$ cat config.mk
export PLATFORM = sky130hd
export DESIGN_NAME = pixel_array_sequencer_flat
export DESIGN_NICKNAME = d
export VERILOG_FILES = /design/src/rtl/pixel_array_sequencer_if.sv /design/src/rtl/pixel_array_sequencer.sv /design/src/flat_wrapper.sv
export SDC_FILE = /design/constraint.sdc
export NUM_CORES = 1
export LEC_CHECK = 0
export CORE_MARGIN = 2
export CORE_UTILIZATION = 25
export CTS_BUF_LIST = sky130_fd_sc_hd__clkbuf_4
export DETAILED_ROUTE_END_ITERATION = 12
export PLACE_DENSITY_LB_ADDON = 0.08
export SKIP_LAST_GASP = 1
export SLEW_MARGIN = 0
export SYNTH_ARGS = -nofsm -noshare
export SYNTH_HDL_FRONTEND = slang
export SYNTH_SLANG_ARGS = --single-unit
$ cat constraint.sdc
create_clock -name clock -period 8.2 [get_ports clock]
set_input_delay 1.64 -clock clock [delete_from_list [all_inputs] [get_ports clock]]
set_output_delay 1.64 -clock clock [all_outputs]
set_load 0.01 [all_outputs]
$ cat src/rtl/pixel_array_sequencer_if.sv
// rtl/pixel_array_sequencer_if.sv - control/strobe bundle between camera controller and pixel array sequencer
//
// Purpose: groups the frame handshake inputs and the pixel array strobe outputs.
// Ports (signals):
//   start, abort, continuous          controller -> sequencer, frame control
//   expose_cycles, convert_cycles     controller -> sequencer, phase lengths (CNT_W)
//   erase, expose, convert            sequencer -> array, phase strobes
//   read                              sequencer -> array, one-hot row select (ROWS)
//   busy, frame_done                  sequencer -> controller, status
// Modports: master = camera controller side, slave = sequencer side.
interface pixel_array_sequencer_if #(
    parameter int ROWS  = 4,
    parameter int CNT_W = 8
);
    logic             start;
    logic             abort;
    logic             continuous;
    logic [CNT_W-1:0] expose_cycles;
    logic [CNT_W-1:0] convert_cycles;
    logic             erase;
    logic             expose;
    logic             convert;
    logic [ROWS-1:0]  read;
    logic             busy;
    logic             frame_done;

    modport master (
        output start, abort, continuous, expose_cycles, convert_cycles,
        input  erase, expose, convert, read, busy, frame_done
    );

    modport slave (
        input  start, abort, continuous, expose_cycles, convert_cycles,
        output erase, expose, convert, read, busy, frame_done
    );
endinterface

$ cat src/rtl/pixel_array_sequencer.sv
// rtl/pixel_array_sequencer.sv - frame sequencer driving erase/expose/convert/row-read strobes
//
// Purpose: runs IDLE -> ERASE -> EXPOSE -> CONVERT -> READ(row 0..ROWS-1) -> ERASE|IDLE,
// with per-frame latched expose/convert lengths, single-shot or continuous mode and
// synchronous abort.
// Ports:
//   clock   in  system clock, rising edge
//   reset   in  asynchronous, active-high
//   bus     slave modport of pixel_array_sequencer_if (start/abort/continuous,
//           expose_cycles/convert_cycles in; erase/expose/convert/read/busy/frame_done out)
// All outputs are registered and change on the same edge as the state.
module pixel_array_sequencer #(
    parameter int ROWS      = 4,
    parameter int CNT_W     = 8,
    parameter int ERASE_CYC = 5,
    parameter int READ_CYC  = 5
) (
    input  logic                    clock,
    input  logic                    reset,
    pixel_array_sequencer_if.slave  bus
);
    localparam int ROW_W = (ROWS > 1) ? $clog2(ROWS) : 1;

    localparam logic [CNT_W-1:0] ERASE_LAST = CNT_W'(ERASE_CYC - 1);
    localparam logic [CNT_W-1:0] READ_LAST  = CNT_W'(READ_CYC - 1);
    localparam logic [ROW_W-1:0] ROW_LAST   = ROW_W'(ROWS - 1);

    typedef enum logic [2:0] {
        S_IDLE,
        S_ERASE,
        S_EXPOSE,
        S_CONVERT,
        S_READ
    } state_t;

    state_t           state, state_n;
    logic [CNT_W-1:0] cnt, cnt_n;
    logic [ROW_W-1:0] row, row_n;
    logic [CNT_W-1:0] exp_len, exp_len_n;
    logic [CNT_W-1:0] conv_len, conv_len_n;
    logic             frame_done_n;

    // Terminal counts for the latched phases; a latched 0 behaves like 1.
    logic [CNT_W-1:0] exp_last;
    logic [CNT_W-1:0] conv_last;

    assign exp_last  = (exp_len  == '0) ? '0 : exp_len  - CNT_W'(1);
    assign conv_last = (conv_len == '0) ? '0 : conv_len - CNT_W'(1);

    always_comb begin
        state_n      = state;
        cnt_n        = cnt;
        row_n        = row;
        exp_len_n    = exp_len;
        conv_len_n   = conv_len;
        frame_done_n = 1'b0;

        if (state != S_IDLE && bus.abort) begin
            // Abort drops everything without signalling frame completion.
            state_n = S_IDLE;
            cnt_n   = '0;
            row_n   = '0;
        end else begin
            case (state)
                S_IDLE: begin
                    // abort outranks start even in IDLE.
                    if (bus.start && !bus.abort) begin
                        state_n    = S_ERASE;
                        cnt_n      = '0;
                        row_n      = '0;
                        exp_len_n  = bus.expose_cycles;
                        conv_len_n = bus.convert_cycles;
                    end
                end
                S_ERASE: begin
                    if (cnt == ERASE_LAST) begin
                        state_n = S_EXPOSE;
                        cnt_n   = '0;
                    end else begin
                        cnt_n = cnt + CNT_W'(1);
                    end
                end
                S_EXPOSE: begin
                    if (cnt == exp_last) begin
                        state_n = S_CONVERT;
                        cnt_n   = '0;
                    end else begin
                        cnt_n = cnt + CNT_W'(1);
                    end
                end
                S_CONVERT: begin
                    if (cnt == conv_last) begin
                        state_n = S_READ;
                        cnt_n   = '0;
                        row_n   = '0;
                    end else begin
                        cnt_n = cnt + CNT_W'(1);
                    end
                end
                S_READ: begin
                    if (cnt == READ_LAST) begin
                        cnt_n = '0;
                        if (row == ROW_LAST) begin
                            frame_done_n = 1'b1;
                            row_n        = '0;
                            // continuous is only looked at here, on the frame boundary;
                            // the next frame gets freshly latched lengths.
                            if (bus.continuous) begin
                                state_n    = S_ERASE;
                                exp_len_n  = bus.expose_cycles;
                                conv_len_n = bus.convert_cycles;
                            end else begin
                                state_n = S_IDLE;
                            end
                        end else begin
                            row_n = row + ROW_W'(1);
                        end
                    end else begin
                        cnt_n = cnt + CNT_W'(1);
                    end
                end
                default: begin
                    state_n = S_IDLE;
                    cnt_n   = '0;
                    row_n   = '0;
                end
            endcase
        end
    end

    always_ff @(posedge clock or posedge reset) begin
        if (reset) begin
            state    <= S_IDLE;
            cnt      <= '0;
            row      <= '0;
            exp_len  <= '0;
            conv_len <= '0;
        end else begin
            state    <= state_n;
            cnt      <= cnt_n;
            row      <= row_n;
            exp_len  <= exp_len_n;
            conv_len <= conv_len_n;
        end
    end

    // Outputs are decoded from the next state so they line up with the state register
    // rather than lagging it by a cycle.
    always_ff @(posedge clock or posedge reset) begin
        if (reset) begin
            bus.erase      <= 1'b0;
            bus.expose     <= 1'b0;
            bus.convert    <= 1'b0;
            bus.read       <= '0;
            bus.busy       <= 1'b0;
            bus.frame_done <= 1'b0;
        end else begin
            bus.erase      <= (state_n == S_ERASE);
            bus.expose     <= (state_n == S_EXPOSE);
            bus.convert    <= (state_n == S_CONVERT);
            bus.read       <= (state_n == S_READ) ? (ROWS'(1) << row_n) : '0;
            bus.busy       <= (state_n != S_IDLE);
            bus.frame_done <= frame_done_n;
        end
    end
endmodule

$ cat src/flat_wrapper.sv
// flat-port wrapper written by rule: the top's interface ports become plain ports
module pixel_array_sequencer_flat 
#(
    parameter int ROWS      = 4,
    parameter int CNT_W     = 8,
    parameter int ERASE_CYC = 5,
    parameter int READ_CYC  = 5
)
  (clock, reset, bus_start, bus_abort, bus_continuous, bus_expose_cycles, bus_convert_cycles, bus_erase, bus_expose, bus_convert, bus_read, bus_busy, bus_frame_done);
  pixel_array_sequencer_if #(.ROWS(ROWS), .CNT_W(CNT_W)) bus_i ();
  input  logic clock;
  input  logic reset;
  input wire logic [$bits(bus_i.start)-1:0] bus_start;
  input wire logic [$bits(bus_i.abort)-1:0] bus_abort;
  input wire logic [$bits(bus_i.continuous)-1:0] bus_continuous;
  input wire logic [$bits(bus_i.expose_cycles)-1:0] bus_expose_cycles;
  input wire logic [$bits(bus_i.convert_cycles)-1:0] bus_convert_cycles;
  output wire logic [$bits(bus_i.erase)-1:0] bus_erase;
  output wire logic [$bits(bus_i.expose)-1:0] bus_expose;
  output wire logic [$bits(bus_i.convert)-1:0] bus_convert;
  output wire logic [$bits(bus_i.read)-1:0] bus_read;
  output wire logic [$bits(bus_i.busy)-1:0] bus_busy;
  output wire logic [$bits(bus_i.frame_done)-1:0] bus_frame_done;
  assign bus_i.start = bus_start;
  assign bus_i.abort = bus_abort;
  assign bus_i.continuous = bus_continuous;
  assign bus_i.expose_cycles = bus_expose_cycles;
  assign bus_i.convert_cycles = bus_convert_cycles;
  assign bus_erase = bus_i.erase;
  assign bus_expose = bus_i.expose;
  assign bus_convert = bus_i.convert;
  assign bus_read = bus_i.read;
  assign bus_busy = bus_i.busy;
  assign bus_frame_done = bus_i.frame_done;
  pixel_array_sequencer #(.ROWS(ROWS), .CNT_W(CNT_W), .ERASE_CYC(ERASE_CYC), .READ_CYC(READ_CYC)) u_core (.clock(clock), .reset(reset), .bus(bus_i));
endmodule
**Word level (Yosys, flattened, before mapping)**

Index checks and enable logic that the tools add are counted.

- Add/sub/neg operators: 4
- Equal/unequal tests: 17
- Shift operators: 1
- Mux-type cells: 38
- Bitwise gates (word level): 1
- Reduce and logical (&&, ||, !) cells: 12

Operators by type and width:

| kind | number |
|---|---|
| $mux 8 | 15 |
| $pmux 8 s2 | 2 |
| $pmux 8 s4 | 1 |
| $mux 3 | 7 |
| $eq 8x8->1 | 2 |
| $logic_not 8->1 | 2 |
| $sub 8x1->8 const B | 2 |
| $pmux 3 s5 | 1 |
| $eq 3x2->1 const B | 4 |
| $mux 2 | 5 |
| $add 8x1->8 const B | 1 |
| $eq 8x3->1 const B | 1 |
| $pmux 2 s4 | 1 |
| $eq 3x1->1 const B | 2 |
| $eq 3x3->1 const B | 2 |
| $ne 2x1->1 const B | 3 |
| $reduce_and 6->1 | 1 |
| $reduce_bool 3->1 | 2 |
| $mux 1 | 5 |
| $mux 4 | 1 |
| $reduce_or 2->1 | 2 |
| $shl 1x2->4 const A | 1 |
| $logic_not 3->1 | 1 |
| $ne 3x1->1 const B | 1 |
| 7 further kinds | 8 |

- Register bits: 38
- Input port bits: 21
- Output and inout port bits: 9
- Logic and storage cells: 84

**Logic depth before layout (Yosys ltp)**

- Depth after elaboration: 8
- Gate-level depth with buffers: 11
- Mapped depth without buffers: 11

**Worst setup path after synthesis**

Ideal clock, no wire load.

- Kind: input-to-reg
- From: input bus_abort
- To: register u_core.bus.read[0]
- Library setup time: 0.088 ns
- Arrival time: 2.738 ns
- Data required time: 8.112 ns
- Slack: 5.374 ns
- Stages on the path: 7
- Path buffers: 1
- Path through: buf_2 nand2b_1 nor2_1 o32ai_1 or2_1 a22oi_2 nor3b_1

- Word-level cells in the longest chain between the ends: 7
- Elaborated cells between the ends (all ways): 12
- Those cells by class: eq/ne (1); shift (1); mux (7); reduce/logical (3)

Ends and longest elaborated chain:

| element | line | RTL |
|---|---|---|
| from (decl) | flat_wrapper.sv:14 | `input wire logic [$bits(bus_i.abort)-1:0] bus_abort;` |
| $logic_not 1->1 | pixel_array_sequencer.sv:67 | `if (bus.start && !bus.abort) begin` |
| $logic_and 1x1->1 | pixel_array_sequencer.sv:67 |  |
| $mux 3 or $mux 2 (tied branches) | pixel_array_sequencer.sv:67 |  |
| $pmux 3 s5 or $pmux 2 s4 (tied branches) | pixel_array_sequencer.sv:64 | `case (state)` |
| $mux 3 or $mux 2 (tied branches) | pixel_array_sequencer.sv:58 | `if (state != S_IDLE && bus.abort) begin` |
| $eq 3x3->1 or $shl 1x2->4 (tied branches) | pixel_array_sequencer.sv:161 | `bus.read <= (state_n == S_READ) ? (ROWS'(1) << row_n) : '0;` |
| $mux 4 * | pixel_array_sequencer.sv:161 |  |
| to (signal assigned) | pixel_array_sequencer.sv:161 |  |
| to (decl) | pixel_array_sequencer_if.sv:34 | `output erase, expose, convert, read, busy, frame_done` |

Every way passes the cells marked *; elsewhere a longest branch is shown, timed or not.
A chain may end at the register's enable or synchronous reset.

**Final worst setup path**

- From: input bus_abort
- To: register u_core.exp_len[6]

- Word-level cells in the longest chain between the ends: 4
- Elaborated cells between the ends (all ways): 6
- Those cells by class: eq/ne (1); bitwise (1); reduce/logical (4)

Ends and longest elaborated chain:

| element | line | RTL |
|---|---|---|
| $logic_not 1->1 | pixel_array_sequencer.sv:67 |  |
| $logic_and 1x1->1 | pixel_array_sequencer.sv:67 |  |
| $ne 2x1->1 (no source line) | n/a |  |
| $reduce_and 6->1 (no source line) * | n/a |  |
| to (signal assigned) | pixel_array_sequencer.sv:142 | `exp_len <= exp_len_n;` |
| to (decl) | pixel_array_sequencer.sv:39 | `logic [CNT_W-1:0] exp_len, exp_len_n;` |

Marked as above.

==> results.md <==
- Register-to-register setup slack: roughly 4.7 ns
- GR Util All Layers: 0.119
- Int Pwr: around 500 uW
- Post-route ant nets: 0
- Critical path class: input pin to flop
- CTS max path bufs: 2
- Diode count: 0
- Crit Path Max Fanout: 21
- Number of flops mapped to enable cells by yosys: 0
- Post-CTS setup buffers: 0
- Hold Fails Final Rpt: 0
- DR iter-0 viols: 86
- WP data arrival: between 3 and 4 ns
- Outcome: completed
- First-pass detailed-route iteration total: 4
- Clock Power Share: 0.164
- GPL Wtd Cong: approximately 0.74
- Fraction of layout cells with a size suffix above 1: 0.137
- Syn_area_per_cell: ~9.3 sq um
- Antenna violations before repair: 0
- Vias per cell: 4.76
- Synth area leader: dfrtp_1
- Vias in the first global route: 2,034
- Post-synthesis sequential area ratio: 0.379
- # IOs: 30
- First-pass GRT wire length: 10,500 um
- Die Height: 104 um
- CTS Sinks: 38
- H-tree Lvls: 2
- GR Overflow Total: 0
- Post-Route WL: roughly 6000 um
- Fin Setup TNS: 0 ns
- CTS tree: yes
- Worst relative slew slack: 0.234
- Worst setup EP type: flop
- Cell Area, Synth: about 2500 sq um
- Die area: 10,800 sq um
- Synth top area share: 0.379
- Startpoint Class: input pin
- Die width: 104 um
- Synth unique cells: 62
- Sw frac: 0.402
- Worst EP required: 8.44 ns
- Via Count: 2,029
- Top FF cell, synth: dfrtp_1
- Std-Cell Core Area: 9770 sq um
- Net Switching: 337 uW
- Power per cell area: ~280 nW/um^2
- Leak Pwr: roughly 0.0012 uW
- Dpl hpwl: 4390 um
- Ys async rst share: 1.00
- Post-cts resize count: 0
- Synth-to-layout area growth: 19.4%
- Nets: 318
- Synth Net Count: 297
- Routed WL per cell: roughly 14 um
- Tightest Pin Transition: roughly 1.1 ns
- Clock transition at path regs: 0.12 ns
- Fill cells: approximately 1,100
- Top cells by area, synth: dfrtp_1 38%, mux2_2 4.9%, nor2_1 4.3%
- Clk_skew: 0.00814 ns
- Hold_buf cts: 0
- Initial core utilization: 0.257
- Most common cell after layout, fill and taps aside: dfrtp_1
- Yosys reg bits: 38
- Max-slew violations: 0
- Largest net degree at the start of global routing: 39
- Worst vdd ir: between 0.07 and 0.08 mV
- Row Count: 36
- # DRC: 0
- Min cycle time layout: 3.57 ns
- Clock latency on the worst-skew pair: 0.34 ns
- RSZ-0062 raised after global routing: false
- Root Buffer: clkbuf_4
- Utilization after layout: 0.306
- Cts bufs inserted: 5
- Fmax: 280 MHz
- Synth warnings: 0
- Max-cap viol count: 0
- Worst hold-check path type: flop to flop
- Final period util: 0.436
- Commonest cells after routing, fill and taps aside: 38 x dfrtp_1, 29 x nor2_1, 29 x clkdlybuf4s50_1, 16 x nand2_1
- Port bufs: 29
- Reg power frac: 0.383
- Setup violators final: 0
- Comb power frac: 0.453
- Cells after Synth: ~270
metrics by stage:
stage	hold WS, ns	total power, uW	instances	cell area (sq um)	setup slack, ns
2_1_floorplan	0.478	613	271	2510	5.37
3_3_place_gp	0.502	708	418	2910	4.23
3_5_place_dp	0.509	708	418	2910	4.21
4_1_cts	0.528	854	426	2990	4.60
5_1_grt	0.537	918	426	2990	4.49
6_report	0.524	838	426	2990	4.63
state kept, by name (all words and copies together), names as in the netlist:
name / flops
u_core.cnt: 8
u_core.conv_len: 8
u_core.exp_len: 8
u_core.bus.read: 4
u_core.state: 3
u_core.row: 2
u_core.bus.busy: 1
u_core.bus.convert: 1
u_core.bus.erase: 1
u_core.bus.expose: 1
u_core.bus.frame_done: 1
cell type report:
class | count | area [sq um] | area share
multi-input combinational | 204 | 1450 | 0.483
sequential | 38 | 951 | 0.318
timing repair buffer | 30 | 298 | 0.0995
tap | 133 | 166 | 0.0556
clock buffer | 7 | 52.6 | 0.0176
inverter | 13 | 48.8 | 0.0163
clock inverter | 1 | 30.0 | 0.0100
worst max-delay path: stages:
cell             delay (ns)
clkdlybuf4s50_1        0.65
nor4b_4                1.09
mux2_2                 0.42
power groups by stage:
stage	Clock, uW	Sequential [uW]	Combinational (uW)
floorplan	0	286	327
global placement	0	327	382
detailed placement	0	327	381
CTS	146	323	384
global route	150	333	435
finish	138	321	380
worst paths after layout:
kind / start / to / cells past startpoint
max: bus_abort / u_core.exp_len[6]$_DFFE_PP0P_ / 3
min: u_core.row[1]$_DFF_PP0_ / u_core.bus.read[1]$_DFF_PP0_ / 1
max reg2reg: u_core.cnt[1]$_DFFE_PP0P_ / u_core.exp_len[6]$_DFFE_PP0P_ / 7
min reg2reg: u_core.row[1]$_DFF_PP0_ / u_core.bus.read[1]$_DFF_PP0_ / 1
max in group asynchronous: reset / u_core.exp_len[6]$_DFFE_PP0P_ / 3
min in group asynchronous: reset / u_core.bus.read[2]$_DFF_PP0_ / 3
kinds of logic after synthesis:
| logic type | share of synthesized area |
|---|---|
| buffers and inverters | 0.0474 |
| DFF | 0.379 |
| AOI/OAI and AO/OA | 0.178 |
| adders and majority gates | 0.0250 |
| and+or+nand+nor | 0.238 |
| muxes | 0.0773 |
| xor gates and xnor gates | 0.0559 |
Yosys cell counts, drive strengths merged (4+ instances only):
cell     n
dfrtp   38
nor2    32
nand2   16
o21ai   16
inv     13
a21oi   12
nand3   12
mux2    11
clkbuf  10
xnor2   10
mux2i    7
nor3     7
buf      6
xor2     6
ha       5
o21a     5
o311a    5
or2      5
nor2b    4
nor3b    4
or3      4
metal layers:
layer,wire [um],vias to the layer above,track usage
met5,0,-,0
met3,180,5,0.0201
li1,-,1013,-
met4,62,0,0.0261
met2,2760,31,0.191
met1,3020,980,0.167
No activity file was read; power rests on OpenSTA's default activity.
